===== config.mk =====
export PLATFORM = sky130hd
export DESIGN_NAME = fifo_word_packer
export DESIGN_NICKNAME = d
export VERILOG_FILES = /design/src/rtl/fifo_types_pkg.sv /design/src/rtl/fifo_word_packer_lane.sv /design/src/rtl/fifo_word_packer.sv
export SDC_FILE = /design/constraint.sdc
export NUM_CORES = 1
export LEC_CHECK = 0
export ABC_AREA = 1
export CORE_AREA = 4 4 77 57
export CTS_CLUSTER_DIAMETER = 120
export DETAILED_ROUTE_END_ITERATION = 8
export DIE_AREA = 0 0 81 61
export GPL_TIMING_DRIVEN = 0
export HOLD_SLACK_MARGIN = 0.12
export PLACE_DENSITY = 0.83
export SYNTH_ARGS = -nofsm -noshare
export SYNTH_HDL_FRONTEND = slang
export SYNTH_HIERARCHICAL = 1
export SYNTH_SLANG_ARGS = --single-unit

===== constraint.sdc =====
create_clock -name clk -period 2.3 [get_ports clk]
set_input_delay 0.23 -clock clk [delete_from_list [all_inputs] [get_ports clk]]
set_output_delay 0.23 -clock clk [all_outputs]
set_load 0.03 [all_outputs]

===== src/rtl/fifo_types_pkg.sv =====
`default_nettype none
// +------------------------------------------------------------------------+
// | Module      : fifo_types (package)                                     |
// | Description : Shared FIFO word type and packer types/constants.        |
// | Revision    : 1.0 - initial release                                    |
// +------------------------------------------------------------------------+
package fifo_types;

    typedef logic [7:0] word_t;

    localparam int PACKER_DEFAULT_PACK = 4;

    typedef enum logic [0:0] {
        FILL = 1'b0,
        HOLD = 1'b1
    } packer_state_e;

    typedef enum logic [1:0] {
        BEAT_DATA_MISMATCH = 2'd0,
        KEEP_MISMATCH      = 2'd1,
        YUMI_IN_HOLD       = 2'd2
    } packer_error_e;

endpackage
`default_nettype wire


===== src/rtl/fifo_word_packer_lane.sv =====
`default_nettype none
// +------------------------------------------------------------------------+
// | Module      : fifo_word_packer_lane                                    |
// | Description : One lane register with load/clear and optional parity.   |
// |               Parity bit present when FIFO_WORD_PACKER_PARITY_EN set.  |
// | Revision    : 1.0 - initial release                                    |
// +------------------------------------------------------------------------+
module fifo_word_packer_lane #(
    parameter int W = 8
) (
    input  logic         clk,
    input  logic         reset_n,
    input  logic         load_i,
    input  logic         clear_i,
    input  logic [W-1:0] d_i,
`ifdef FIFO_WORD_PACKER_PARITY_EN
    output logic         parity_o,
`endif
    output logic [W-1:0] q_o
);

    logic [W-1:0] lane_q;

    always_ff @(posedge clk or negedge reset_n) begin
        if (!reset_n) begin
            lane_q <= '0;
        end else if (clear_i) begin
            lane_q <= '0;
        end else if (load_i) begin
            lane_q <= d_i;
        end
    end

    assign q_o = lane_q;

`ifdef FIFO_WORD_PACKER_PARITY_EN
    logic parity_q;

    // A cleared lane carries parity 0, so unused lanes never report parity.
    always_ff @(posedge clk or negedge reset_n) begin
        if (!reset_n) begin
            parity_q <= 1'b0;
        end else if (clear_i) begin
            parity_q <= 1'b0;
        end else if (load_i) begin
            parity_q <= ^d_i;
        end
    end

    assign parity_o = parity_q;
`endif

endmodule
`default_nettype wire


===== src/rtl/fifo_word_packer.sv =====
`default_nettype none
// +------------------------------------------------------------------------+
// | Module      : fifo_word_packer                                         |
// | Description : Pops FIFO words (valid/yumi) and packs PACK of them into |
// |               one beat (valid/ready), with flush and keep mask.        |
// |               Option: FIFO_WORD_PACKER_PARITY_EN adds parity_o.        |
// | Revision    : 1.0 - initial release                                    |
// +------------------------------------------------------------------------+
module fifo_word_packer
    import fifo_types::*;
#(
    parameter int PACK = PACKER_DEFAULT_PACK,
    parameter int W    = $bits(fifo_types::word_t)
) (
    input  logic                        clk,
    input  logic                        reset_n,
    input  logic                        valid_i,
    input  logic [W-1:0]                data_i,
    output logic                        yumi_o,
    input  logic                        flush_i,
    output logic                        valid_o,
    input  logic                        rdy_i,
    output logic [PACK*W-1:0]           data_o,
    output logic [PACK-1:0]             keep_o,
`ifdef FIFO_WORD_PACKER_PARITY_EN
    output logic [PACK-1:0]             parity_o,
`endif
    output logic [$clog2(PACK+1)-1:0]   count_o
);

    localparam int CW = $clog2(PACK+1);

    localparam logic [0:0] S_FILL = FILL;
    localparam logic [0:0] S_HOLD = HOLD;

    logic [0:0]      state_q, state_d;
    logic [CW-1:0]   cnt_q,   cnt_d;
    logic [PACK-1:0] keep_q,  keep_d;
    logic            accept;
    logic            handoff;
    logic            close;

    assign accept  = valid_i && (state_q == S_FILL) && reset_n;
    assign handoff = (state_q == S_HOLD) && rdy_i;
    assign close   = (state_q == S_FILL) &&
                     ((accept && (cnt_q == CW'(PACK-1))) ||
                      (flush_i && ((cnt_q != '0) || accept)));

    always_comb begin
        state_d = state_q;
        cnt_d   = cnt_q;
        keep_d  = keep_q;
        if (handoff) begin
            state_d = S_FILL;
            cnt_d   = '0;
            keep_d  = '0;
        end else if (state_q == S_FILL) begin
            if (accept) begin
                cnt_d = cnt_q + 1'b1;
                for (int k = 0; k < PACK; k++) begin
                    if (cnt_q == CW'(k)) keep_d[k] = 1'b1;
                end
            end
            if (close) state_d = S_HOLD;
        end
    end

    always_ff @(posedge clk or negedge reset_n) begin
        if (!reset_n) begin
            state_q <= S_FILL;
            cnt_q   <= '0;
            keep_q  <= '0;
        end else begin
            state_q <= state_d;
            cnt_q   <= cnt_d;
            keep_q  <= keep_d;
        end
    end

    for (genvar k = 0; k < PACK; k++) begin : g_lane
        fifo_word_packer_lane #(
            .W (W)
        ) u_lane (
            .clk      (clk),
            .reset_n  (reset_n),
            .load_i   (accept && (cnt_q == CW'(k))),
            .clear_i  (handoff),
            .d_i      (data_i),
`ifdef FIFO_WORD_PACKER_PARITY_EN
            .parity_o (parity_o[k]),
`endif
            .q_o      (data_o[k*W +: W])
        );
    end

    assign yumi_o  = accept;
    assign valid_o = (state_q == S_HOLD);
    assign keep_o  = keep_q;
    assign count_o = cnt_q;

endmodule
`default_nettype wire


# After elaboration in Yosys (flattened, before gate mapping)
# Cells that the tools add are included.
[op_classes] addsub=1 n_eq_ne=4 mux=21 bitwise=1 reduce_logical=27
[ops] operator="2-to-1 mux 8 bit" n=8
[ops] operator="nonzero test 2 bit" n=9
[ops] operator="2-to-1 mux 4 bit" n=3
[ops] operator="AND reduction 3 bit" n=4
[ops] operator="logical AND 1 bit" n=9
[ops] operator="2-to-1 mux 3 bit" n=3
[ops] operator="2-to-1 mux 1 bit" n=7
[ops] operator="equality test 3 x 2 -> 1 bit (second input constant)" n=2
[ops] operator="adder 3 x 1 -> 3 bit (second input constant)" n=1
[ops] operator="equality test 3 x 1 -> 1 bit (second input constant)" n=1
[ops] operator="zero test 3 bit" n=1
[ops] operator="nonzero test 3 bit" n=1
[ops] operator="logical OR 1 bit" n=2
[ops] operator="!= test 2 x 1 -> 1 bit (second input constant)" n=1
[ops] operator="AND reduction 2 bit" n=1
[ops] operator="NOT 1 bit" n=1
[word_totals] ff_bits=40 in_bits=13 out_inout_bits=41 elab_cells=64

# Depth between registers and ports, before layout
# Gate-level depths: netlist of the first run.
[depth] ltp_word=10 mapped_depth=9 mapped_depth_nobuf=8

# Hierarchy
# The synthesis of the first run kept the hierarchy.
[modules_own_cells] module="fifo_word_packer_lane" instances=4 cells_per_inst=35 area_per_inst_um2=335.3 seq_area_each_um2=200.2
[modules_own_cells] module="fifo_word_packer" instances=1 cells_per_inst=50 area_per_inst_um2=432.9 seq_area_each_um2=200.2

# Worst setup path before layout of the first run
# No wires, ideal clock.
[synth_path] path_type="flip-flop to flip-flop" startpoint="register state_q, in the netlist valid_o" endpoint="register g_lane[0].u_lane.lane_q[0]" setup_time_ns=0.118 t_arrival_ns=1.578 required_time_ns=2.182 path_slack_ns=0.604 path_stages_with_launch=6 n_path_buf=0 period_less_slack_ns=1.696 cell_sequence="dfrtp_1 nand2_1 inv_1 inv_2 nand3_1 nand2_1"
[synth_via] elab_cells_between_ends=7 cone_classes="mux: 1; bitwise: 1; reduce/logical: 5"
[synth_lines] item="start: declaration" line="fifo_word_packer.sv:36" text="logic [0:0] state_q, state_d;"
[synth_lines] item="start signal: assignment" line="fifo_word_packer.sv:74" text="state_q <= state_d;"
[synth_lines] item="logical AND 1 bit *" line="fifo_word_packer.sv:44" text="assign handoff = (state_q == S_HOLD) && rdy_i;"
[synth_lines] item="net handoff" line="fifo_word_packer.sv:40" text="logic handoff;"
[synth_lines] item="2-to-1 mux 8 bit or nonzero test 2 bit (tied branches)"
[synth_lines] item="end signal: assignment" line="fifo_word_packer_lane.sv:30" text="lane_q <= d_i;"
[synth_lines] item="end: declaration" line="fifo_word_packer_lane.sv:22" text="logic [W-1:0] lane_q;"
# The timed path passes the listed nets; every way through them passes the cells marked *.
# A chain may end at the register's enable or synchronous reset.

# Worst setup path in the final report of the first run
[layout_path] startpoint="input reset_n" endpoint="output yumi_o"
[layout_via] elab_chain_len=1
[layout_rtl] item="start: declaration" line="fifo_word_packer.sv:16" text="input logic reset_n,"
[layout_rtl] item="logical AND 1 bit" line="fifo_word_packer.sv:43" text="assign accept = valid_i && (state_q == S_FILL) && reset_n;"
[layout_rtl] item="end: declaration" line="fifo_word_packer.sv:19" text="output logic yumi_o,"
# Every way passes these cells.

==> metrics.cfg, run 1 <==
[final_layout]
drive_gt1_share_pct=8.76
n_antenna_cell=0
multi_input_area_um2=679
fillers=307
syn2layout_area_growth_pct=39.7
stdcell_count=301
utilization_pct=69.7
stdcell_area_um2=2480
final_nets=271
regArea_um2=1000

[synth]
yosysMostFrequentCell=nand2_1
synth_area_leader_cell=dfrtp_1
synth-compound-area-share_pct=2.68
seq_area_frac_synth_pct=56.4
synth_seq_cells=40
synthSimpleGateAreaFrac_pct=32.1
synthMuxAreaShare_pct=0
async_flop_share_pct=100
synth_warnings=6
syn_area_per_cell_um2=9.34
yosysTopAreaCellShare_pct=56.4
synth_flop_cell=dfrtp_1
yosys.cell_types.count=14
syn_nets=208
synth_top_family_by_area=simple AND/OR/NAND/NOR gates
synth_edf_count=0
synthAdderAreaFrac_pct=3.53
syn_inst=190
syn_area_um2=1770
synth_xor_area_share_pct=0
synth_common_cells=nand2_1, dfrtp_1, nand3_1, inv_1
synth_area_leaders=dfrtp_1, nand2_1, nand3_1, nor2_8, ha_1

[setup_path]
end_kind=primary output
critPathKind=in2out
worstReg2RegStart=valid_o$_DFF_PN0_
r2r-end=g_lane[3].u_lane/q_o[3]$_DFFE_PN0P_
r2r_setup_slack_ns=0.59
cp_max_fo=10
cp.arrival_ns=1.91
reg2regPathDepth=5
cp-start-kind=input port
critPathRequiredTime_ns=2.07

[grt]
antenna_found_initial=0
grt_overflow=0
grt_pass1_wl_mm=6.89
grt_max_degree=23
grt_pass1_vias=1416
track_usage_pct=19.3

[floorplan]
core_um2=3560
die_area_um2=4940
die_height_um=61
num_rows=18
die_width_um=81
ios=54
start_util_pct=49.9

[sta]
final.setup.tns_ns=0
hold_viol=0
rsz0062_at_grt=no
fmax_mhz=468
holdWs_ns=0.473
fin_skew_ns=0.00399
period_share_pct=92.9
setup_viol=0
period_minus_slack_ns=2.14
relSlewSlack_pct=42.6
worstMarginPinSlew_ns=0.860
final_critical_path_setup_slack_ns=0.164
finalMaxSlewViolations=0

[pwr]
p_leak_nw=1.26
p_per_area_nw_per_um2=1080
vdd_ir_drop_max_uv=664
total_power_mw=2.67

[place]
gp_congestion=0.804
place_area_um2=2390
dp_cells=294
pre_cts_slack_ns=0.287
io_buffer_count=53
dp_hpwl_mm=3.16

[run]
cap_violations=0

[min_path]
min_from=g_lane[3].u_lane/q_o[1]$_DFFE_PN0P_
whs_endpoint=g_lane[3].u_lane/q_o[1]$_DFFE_PN0P_
hold_path_class=reg2reg
min_path_cells=2

[clock_tree]
root_buffer=clkbuf_8
clkTransAtPathRegs_ns=0.07
clockBufferDepth=2
h-tree-depth=2
cts_tree=yes
clk_latency_ns=0.28
cts_buffers=5
clkSinkCount=40

[routing]
wirelength_mm=4.20
route.detailed.drc=0
vias_per_cell=4.87
antenna_left=0
drtIter0Drc=133
wl_per_cell_um=14.0
vias=1465
drtPass1Iterations=4

[outcome]
status=completed

==> critical path: stages <==
cell and delay [ns]:
dlygate4sd3_1 0.52, buf_2 0.21, nand3_4 0.15, inv_2 0.12, clkdlybuf4s50_1 0.67
==> worst max-delay path by stage <==
stage,from,end,slack (ns),depth (start not counted)
5_1_grt,reset_n,yumi_o,0.09,5
3_5_place_dp,rdy_i,g_lane[3].u_lane/q_o[3]$_DFFE_PN0P_,0.29,6
4_1_cts,reset_n,yumi_o,0.16,5
3_3_place_gp,reset_n,yumi_o,-1.09,4
6_report,reset_n,yumi_o,0.16,5
2_1_floorplan,valid_o$_DFF_PN0_,g_lane[0].u_lane/q_o[0]$_DFFE_PN0P_,0.60,5
==> cells by family (layout without fill, tap and decap cells) <==
family | count (synthesis) | after routing
flops | 40 | 40
buf+inv | 17 | 78
simple gates | 120 | 120
fa+ha+maj | 5 | 5
compound gates | 8 | 8
==> per-layer routing <==
layer	GRT usage, %	part of all wire [%]	wire length [µm]	up-vias
met5	0	0	0	-
met4	7.47	1.5	64	0
met3	5.79	9.8	413	7
met2	27.7	44	1840	55
met1	27.6	45	1890	674
li1	-	-	-	729
==> layout by cell type, fill, tap and decap left out, drive strengths merged, types with 2 or more instances in the layout <==
cell type | netlist | routed
dfrtp | 40 | 40
clkbuf | 0 | 5
buf | 4 | 6
ha | 5 | 5
nor2 | 7 | 7
nand3 | 33 | 33
dlygate4sd3 | 0 | 2
inv | 13 | 13
o21ai | 5 | 5
nand2 | 80 | 80
clkdlybuf4s50 | 0 | 52
==> registers in the layout, summed over array words and instances, names as in the netlist <==
signal and flops:
count_o 3, g_lane.u_lane/q_o 32, keep_o 4, valid_o 1
==> report_power, final <==
group	internal, mW	switching [mW]	total, mW
registers	0.871	0.110	0.981
clock network	0.195	0.209	0.405
logic	0.493	0.791	1.28
total	1.56	1.11	2.67
==> repair_timing <==
action | in CTS | in global routing
endpoints found under the hold margin | 18 | 0
buffers inserted | 0 | 0
setup endpoints to repair | 0 | 0
resized for setup | 0 | 0
hold buffers | 2 | 0
==> cell type report <==
class	count	share of cell area (%)
Tap cell	50	2.52
Buffer	4	1.82
Timing Repair Buffer	56	23.1
Sequential cell	40	40.4
Multi-Input combinational cell	133	27.4
Clock buffer	5	2.78
Inverter	13	1.97
Note: power is estimated with default switching activity, not from simulation.
==> inputs of run 2 (changes only) <==
--- a/config.mk
+++ b/config.mk
@@ -13,6 +13,7 @@
 export GPL_TIMING_DRIVEN = 0
 export HOLD_SLACK_MARGIN = 0.12
 export PLACE_DENSITY = 0.83
+export RECOVER_POWER = 100
 export SYNTH_ARGS = -nofsm -noshare
 export SYNTH_HDL_FRONTEND = slang
 export SYNTH_HIERARCHICAL = 1
==> run 2 against run 1 <==
  * Global-route usage stayed put
  * Cell count unchanged
  * Hold slack worse by 0.0047 ns
  * Combinational power shrank 6%
  * Highest routed layer unchanged
  * Setup slack worse by 0.0059 ns
  * Critical path depth unchanged
  * First-iteration DRC count up 4.5%
  * Power shrank 3.3%
  * Sequential share of layout area rose by 0.45 points
==> metrics.cfg, run 2 (synthesized netlist as in run 1, its figures left out) <==
[sta]
worstMarginPinSlew_ns=1.15
hold_viol=0
period_minus_slack_ns=2.14
relSlewSlack_pct=23.3
period_share_pct=93.1
fin_skew_ns=0.00230
fmax_mhz=467
finalMaxSlewViolations=0
setup_viol=0
final.setup.tns_ns=0
rsz0062_at_grt=no

[routing]
vias_per_cell=4.92
drtIter0Drc=139
antenna_left=0
drtPass1Iterations=4
wl_per_cell_um=14.0
wirelength_mm=4.20
route.detailed.drc=0
vias=1480

[grt]
grt_pass1_wl_mm=6.89
antenna_found_initial=0
grt_pass1_vias=1416
grt_max_degree=23
grt_overflow=0
track_usage_pct=19.3

[place]
io_buffer_count=53
place_area_um2=2390
dp_hpwl_mm=3.16
gp_congestion=0.804

[floorplan]
ios=54
die_height_um=61
start_util_pct=49.9
num_rows=18
core_um2=3560
die_width_um=81
die_area_um2=4940

[pwr]
total_power_mw=2.58
p_leak_nw=1.37
vdd_ir_drop_max_uv=646
p_per_area_nw_per_um2=1050

[final_layout]
stdcell_area_um2=2450
multi_input_area_um2=676
drive_gt1_share_pct=5.98
final_nets=271
regArea_um2=1000
fillers=309
final_common_cell=nand2_1
n_antenna_cell=0
mostFrequentLayoutCells=nand2_1, dlygate4sd3_1, dfrtp_1, nand3_1, inv_1
syn2layout_area_growth_pct=38.2
largest_reg_flops=32

[clock_tree]
hold_buffers=2
root_buffer=clkbuf_8
clk_latency_ns=0.28
ctsResizeCount=0
clockBufferDepth=2
cts_buffers=5
post-cts-setup-buffers=0
h-tree-depth=2
cts_tree=yes
clkSinkCount=40
clkTransAtPathRegs_ns=0.07

[setup_path]
critPathRequiredTime_ns=2.07
cp.arrival_ns=1.91
cp_max_fo=10
cp-start-kind=input port
end_kind=primary output
critPathKind=in2out

[outcome]
status=completed

[run]
cap_violations=0

[min_path]
hold_path_class=reg2reg

## run 2: cell type report
cell class | instances | share of cell area (%)
timing repair buffer | 56 | 22.4
inverter | 13 | 1.99
multi-input combinational | 133 | 27.6
sequential | 40 | 40.8
buffer | 4 | 1.84
tap | 50 | 2.55
clock buffer | 5 | 2.81
## run 2: power by group
part	internal [mW]	switching, mW
clock network	0.195	0.211
logic	0.422	0.782
registers	0.871	0.102
total	1.49	1.10
## run 2: path summary, 6_finish.rpt
| kind | from | to | slack [ns] | cells past startpoint |
|---|---|---|---|---|
| max in group asynchronous | reset_n | g_lane[0].u_lane/q_o[1]$_DFFE_PN0P_ | 0.60 | 3 |
| setup reg to reg | valid_o$_DFF_PN0_ | g_lane[3].u_lane/q_o[3]$_DFFE_PN0P_ | 0.51 | 5 |
| min in group asynchronous | reset_n | g_lane[2].u_lane/q_o[4]$_DFFE_PN0P_ | 0.88 | 3 |
| hold / removal | g_lane[3].u_lane/q_o[2]$_DFFE_PN0P_ | g_lane[3].u_lane/q_o[2]$_DFFE_PN0P_ | 0.47 | 2 |
| hold reg to reg | g_lane[3].u_lane/q_o[2]$_DFFE_PN0P_ | g_lane[3].u_lane/q_o[2]$_DFFE_PN0P_ | 0.47 | 2 |
| setup / recovery | reset_n | yumi_o | 0.16 | 5 |
## run 2: per-stage QoR
step	worst slack, ns	util, %	hold WS (ns)	instances
final	0.158	68.9	0.468	301
after floorplan	0.604	-	-0.0656	190
after global routing	0.0780	68.9	0.492	301
after detailed placement	0.287	67.2	0.239	294
after CTS	0.155	69.7	0.474	301
after global placement	-1.09	66.5	0.454	293
## run 2: worst max-delay path: stages
cell and delay (ns):
dlygate4sd3_1 0.52, buf_2 0.17, nand3_4 0.14, inv_1 0.16, clkdlybuf4s50_1 0.69
## run 2: per-layer routing
| metal | wire length [µm] | GRT usage [%] | up-vias | share of wire (%) |
|---|---|---|---|---|
| met5 | 0 | 0 | - | 0 |
| met4 | 61 | 7.47 | 0 | 1.5 |
| met3 | 391 | 5.79 | 7 | 9.3 |
| met2 | 1840 | 27.7 | 64 | 44 |
| met1 | 1910 | 27.6 | 678 | 46 |
| li1 | - | - | 731 | - |
